File: src/rtl/cpu_types_pkg.sv
// Shared CPU types: instruction-cache address overlay, frame layout and FSM states.
package cpu_types_pkg;

  localparam int unsigned ICACHE_FRAMES = 16;
  localparam int unsigned ICACHE_IDX_W  = $clog2(ICACHE_FRAMES);
  localparam int unsigned ICACHE_TAG_W  = 32 - ICACHE_IDX_W - 2;

  typedef struct packed {
    logic [ICACHE_TAG_W-1:0] tag;
    logic [ICACHE_IDX_W-1:0] idx;
    logic [1:0]              bytoff;
  } icachef_t;

  typedef struct packed {
    logic                    valid;
    logic [ICACHE_TAG_W-1:0] tag;
    logic [31:0]             data;
  } icache_frame_t;

  typedef enum logic {
    IDLE  = 1'b0,
    FETCH = 1'b1
  } icache_state_t;

endpackage

File: src/rtl/icache_frame_array.sv
// Frame storage for the direct-mapped icache: one write port, one combinational read port.
module icache_frame_array
  import cpu_types_pkg::*;
#(
  parameter int unsigned FRAMES = ICACHE_FRAMES,
  parameter int unsigned IDX_W  = $clog2(FRAMES),
  parameter int unsigned TAG_W  = 32 - IDX_W - 2,
  parameter int unsigned WORD_W = 32
) (
  input  logic              CLK,
  input  logic              nRST,
  input  logic              WEN,
  input  logic [IDX_W-1:0]  windex,
  input  logic [TAG_W-1:0]  wtag,
  input  logic [WORD_W-1:0] wdata,
  input  logic [IDX_W-1:0]  rindex,
  output logic              rvalid,
  output logic [TAG_W-1:0]  rtag,
  output logic [WORD_W-1:0] rdata
);

  logic [FRAMES-1:0] valid;
  logic [TAG_W-1:0]  tags  [FRAMES];
  logic [WORD_W-1:0] datas [FRAMES];

  always_ff @(posedge CLK) begin
    if (!nRST) begin
      valid <= '0;
      for (int unsigned i = 0; i < FRAMES; i++) begin
        tags[i]  <= '0;
        datas[i] <= '0;
      end
    end else if (WEN) begin
      valid[windex] <= 1'b1;
      tags[windex]  <= wtag;
      datas[windex] <= wdata;
    end
  end

  always_comb begin
    rvalid = valid[rindex];
    rtag   = tags[rindex];
    rdata  = datas[rindex];
  end

endmodule

File: src/rtl/icache_direct.sv
// Direct-mapped one-word-per-block instruction cache with a two-state miss FSM.
// Optional hit/miss counters are built when ICACHE_STATS_EN is defined.
module icache_direct
  import cpu_types_pkg::*;
#(
  parameter int unsigned FRAMES = ICACHE_FRAMES,
  parameter int unsigned WORD_W = 32
) (
  input  logic              CLK,
  input  logic              nRST,
  input  logic              imemREN,
  input  logic [WORD_W-1:0] imemaddr,
  output logic              ihit,
  output logic [WORD_W-1:0] imemload,
  output logic              iREN,
  output logic [WORD_W-1:0] iaddr,
  input  logic [WORD_W-1:0] iload,
  input  logic              iwait
`ifdef ICACHE_STATS_EN
  ,
  output logic [31:0]       hit_count,
  output logic [31:0]       miss_count
`endif
);

  localparam int unsigned IDX_W = $clog2(FRAMES);
  localparam int unsigned TAG_W = WORD_W - IDX_W - 2;

  icache_state_t     state, next_state;
  logic [WORD_W-1:0] miss_addr;
  logic              miss_start;
  logic              hit;
  logic              wen;
  logic              fr_valid;
  logic [TAG_W-1:0]  fr_tag;

  logic [IDX_W-1:0]  req_idx;
  logic [TAG_W-1:0]  req_tag;

  assign req_idx = imemaddr[IDX_W+1:2];
  assign req_tag = imemaddr[WORD_W-1:IDX_W+2];

  icache_frame_array #(
    .FRAMES (FRAMES),
    .IDX_W  (IDX_W),
    .TAG_W  (TAG_W),
    .WORD_W (WORD_W)
  ) u_frames (
    .CLK    (CLK),
    .nRST   (nRST),
    .WEN    (wen),
    .windex (miss_addr[IDX_W+1:2]),
    .wtag   (miss_addr[WORD_W-1:IDX_W+2]),
    .wdata  (iload),
    .rindex (req_idx),
    .rvalid (fr_valid),
    .rtag   (fr_tag),
    .rdata  (imemload)
  );

  assign hit = imemREN && fr_valid && (fr_tag == req_tag);

  always_ff @(posedge CLK) begin
    if (!nRST) begin
      state     <= IDLE;
      miss_addr <= '0;
    end else begin
      state <= next_state;
      if (miss_start) miss_addr <= imemaddr;
    end
  end

  // The fill is never abandoned: once in FETCH only iwait decides when to leave.
  always_comb begin
    next_state = state;
    ihit       = 1'b0;
    iREN       = 1'b0;
    iaddr      = '0;
    wen        = 1'b0;
    miss_start = 1'b0;
    unique case (state)
      IDLE: begin
        ihit = hit;
        if (imemREN && !hit) begin
          miss_start = 1'b1;
          next_state = FETCH;
        end
      end
      FETCH: begin
        iREN  = 1'b1;
        iaddr = miss_addr;
        if (!iwait) begin
          wen        = 1'b1;
          next_state = IDLE;
        end
      end
      default: next_state = IDLE;
    endcase
  end

`ifdef ICACHE_STATS_EN
  always_ff @(posedge CLK) begin
    if (!nRST) begin
      hit_count  <= '0;
      miss_count <= '0;
    end else begin
      if (ihit && hit_count != '1)        hit_count  <= hit_count + 32'd1;
      if (miss_start && miss_count != '1) miss_count <= miss_count + 32'd1;
    end
  end
`endif

endmodule

File: config.mk
export PLATFORM = sky130hd
export DESIGN_NAME = icache_direct
export DESIGN_NICKNAME = d
export VERILOG_FILES = /design/src/rtl/cpu_types_pkg.sv /design/src/rtl/icache_frame_array.sv /design/src/rtl/icache_direct.sv
export SDC_FILE = /design/constraint.sdc
export NUM_CORES = 1
export LEC_CHECK = 0
export CORE_ASPECT_RATIO = 0.9
export CORE_UTILIZATION = 48
export DETAILED_ROUTE_END_ITERATION = 16
export GPL_TIMING_DRIVEN = 0
export SLEW_MARGIN = 20
export SYNTH_ARGS = -nofsm -noshare
export SYNTH_HDL_FRONTEND = slang
export SYNTH_SLANG_ARGS = --single-unit
File: constraint.sdc
create_clock -name CLK -period 9.99 [get_ports CLK]
set_input_delay 1.998 -clock CLK [delete_from_list [all_inputs] [get_ports CLK]]
set_output_delay 1.998 -clock CLK [all_outputs]
set_load 0.02 [all_outputs]
==> impl_results.md, run 1 <==
- Final min period: 9.69 ns
- I/O pin count: approximately 130
- Worst Path Required: 7.99 ns
- Worst Hold Class: register to register
- CP cell instances: clkdlybuf4s50_1, buf_2, buf_2, clkbuf_1, nor2_1, a221oi_1, mux2i_1, nor4_1, nand4bb_1, buf_4, clkbuf_1, nor3_1, clkdlybuf4s50_1
- Sink Count: 977
- Vias: ~29000
- CTS tree: done
- Wire per inst: 32.1 um
- Die W: between 300 and 400 um
- Worst slew pin tran: 1.21 ns
- Cell variety after synth: 57
- GPL Wtd Cong: 0.919
- Hold_ws: 0.451 ns
- Sequential fraction of the synthesis area: 63.9%
- Commonest cells after routing, fill and taps aside: 963 x and2_1, 928 x edfxtp_1, 251 x mux4_2
- DRC violations left: 0
- Antenna Nets Post-Route: 0
- Post-synth EDFFs: 928
- Slowest CP cell: clkbuf_1
- Fillcell total: about 7300
- Initial core utilization: 48.6%
- Die area: approximately 95000 um^2
- Setup ws final: 0.302 ns
- Status: completed
- WS Path Type: input pin to output pin
- Largest net degree at the start of global routing: 35
- Post-CTS sizing: 0
- Remaining Overflow, GRT: 0
- Fin crit share: 97.0%
- Max-cap violations: 0
- Global-route wire length before repair: 207000 um
- Synth Cell Area: 45100 um^2
- CP Depth: 13
- Initial antenna violation count: 9
- CTS clk-pin slew, worst paths: 0.06 ns
- Core Region: 93000 um^2
- Avg Inst Size Synth: 15.2 um^2
- Static leakage: 19.2 nW
- Critical Path Max Stage Delay: 0.91 ns
- WL final: 148000 um
- Setup crit end: ihit
- Layout cell share with drive strength beyond 1: between 10% and 20%
- Multi-input gate area: roughly 15000 um^2
- Post-Syn Instances: 2971
- Final Hold Violating Endpoints: 0
- Vias/cell: around 6.3
- Post-CTS setup buffer count: 0
- Worst Hold Depth: 1
- Peak supply drop: roughly 0.00013 V
- Number of buffers created by CTS: between 100 and 150
- Critical Path Sink Type: output pin
- Total Routing Usage GR: 31.0%
- RR Endpoint: u_frames.datas[0][7]
- Sequential Area: 28800 um^2
- Row cnt: between 100 and 150
- Hold-fix buffers at CTS: 0
- Reg-to-reg slack, setup: roughly 4.6 ns
- Area grow syn2layout: 17.4%
- Final Util: 57.0%
- Most common cell after layout, fill and taps aside: and2_1
- Min-delay src: u_frames.valid[10]
- Max clock buf depth: 3
- RSZ-0062 raised after global routing: no
- R2r startpoint: state
- Clk_lat worst skew: 0.70 ns
- CP max FO: 10
- Max-slew violation count: 0
- Htree depth: 3
- I/O Buffers: 129
- Rel. slew slack: between 10% and 20%
- Die Ht: 293 um
- Buf/Inv on CP: 7
- Setup TNS Final: 0 ns
- Synth async-reset ratio: 0%
- Syn Nets: 3039
- Vias in the first global route: 28300
- Clock Skew: ~0.040 ns
- Critical Path Start: imemaddr[5]
- Root Buffer: clkbuf_16
- Power per Cell Area: 179 nW/um^2
- Setup Slack @ Placement: 0.505 ns
- Worst Path Arrival: 7.69 ns
- F_max: roughly 0.10 GHz
- #FFs+latches synth: 977
- Post-synth top flop: edfxtp_1
- TritonRoute pass-1 iters: 8
- # setup viols final: 0
- Worst Reg-to-Reg Cells: 10
- Synth warnings: 0
- First DRT Iteration DRCs: 3796
- Worst setup SP type: input pin
- Detail Placement HPWL: 101000 um
- Power Total: 9.47 mW
- Critical path's top delay family: buffers and inverters
- Nets: between 3000 and 4000
state kept, by name, indices dropped and copies added, names as in the netlist:
register / flops
miss_addr: 32
state: 1
u_frames.datas: 512
u_frames.tags: 416
u_frames.valid: 16
area by class of cell:
class | count | share of cell area [%]
flip-flops and latches | 977 | 54.4
plain buffers | 282 | 2.41
repair buffers | 185 | 5.05
well taps | 1242 | 2.93
clock buffers | 139 | 5.51
clock inverters | 56 | 0.928
diodes | 1 | 0.00472
multi-input cells | 1706 | 28.7
inverters | 6 | 0.0425
per-stage QoR:
step	instances	area, um^2
final	4594	53000
after global routing	4593	53000
after CTS	4593	53000
after detailed placement	4398	49600
after global placement	4342	48000
after floorplan	2971	45100
how the worst min path moves through the flow:
stage / slack (ns) / end
after floorplan: 0.42 / u_frames.valid[10]
after global placement: 0.43 / u_frames.valid[14]
after detailed placement: 0.44 / u_frames.valid[10]
after CTS: 0.45 / u_frames.valid[10]
after global routing: 0.46 / u_frames.valid[11]
final: 0.45 / u_frames.valid[10]
layer usage:
metal / track usage [%] / vias to the layer above / share of wire, %
met4: 10.3 / 2 / 3.3
met2: 48.7 / 1783 / 46
met1: 43.1 / 14900 / 39
li1: - / 11700 / -
met3: 6.95 / 322 / 11
met5: 0 / - / 0.010
cell usage after synthesis, drive strengths merged, types with 5 or more instances:
library cell	instances	area (um^2)
nand2	28	105
a21oi	6	30.0
nor3	12	60.1
a2111oi	6	60.1
edfxtp	928	27900
nor4b	6	52.6
xor2	12	105
nor2	42	158
nand2b	12	75.1
mux4	251	5650
dfxtp	49	981
and2	963	6020
a21o	16	120
mux2	11	124
xnor2	9	78.8
clkbuf	213	801
buf	69	460
nand4b	32	280
or3	12	75.1
inv	6	22.5
o22ai	7	43.8
nand3	41	205
nand4	109	682
o21ai	23	115
a22o	5	43.8
nor2b	11	68.8
mux2i	51	510
report_power, final:
part / switching, mW / internal (mW) / total [mW]
logic: 0.540 / 0.347 / 0.887
clock network: 1.65 / 2.23 / 3.89
registers: 0.0741 / 4.63 / 4.70
total: 2.27 / 7.21 / 9.47
cells by family (layout without fill, tap and decap cells):
family / Yosys count / in the layout / share of synthesized area (%)
and+or+nand+nor: 1286 / 1286 / 17.6
AOI/OAI and AO/OA: 86 / 86 / 1.33
other: 0 / 1 / 0
muxes: 313 / 313 / 13.9
xor gates and xnor gates: 21 / 21 / 0.407
DFF: 977 / 977 / 63.9
buffers and inverters: 288 / 668 / 2.84
(Power assumes the default switching activity.)
==> run 2: changes to the inputs <==
HOLD_SLACK_MARGIN = 0.1   (was unset)
==> results of run 2 <==
Same layout as run 1: the final DEF is identical, and so are final timing and power.
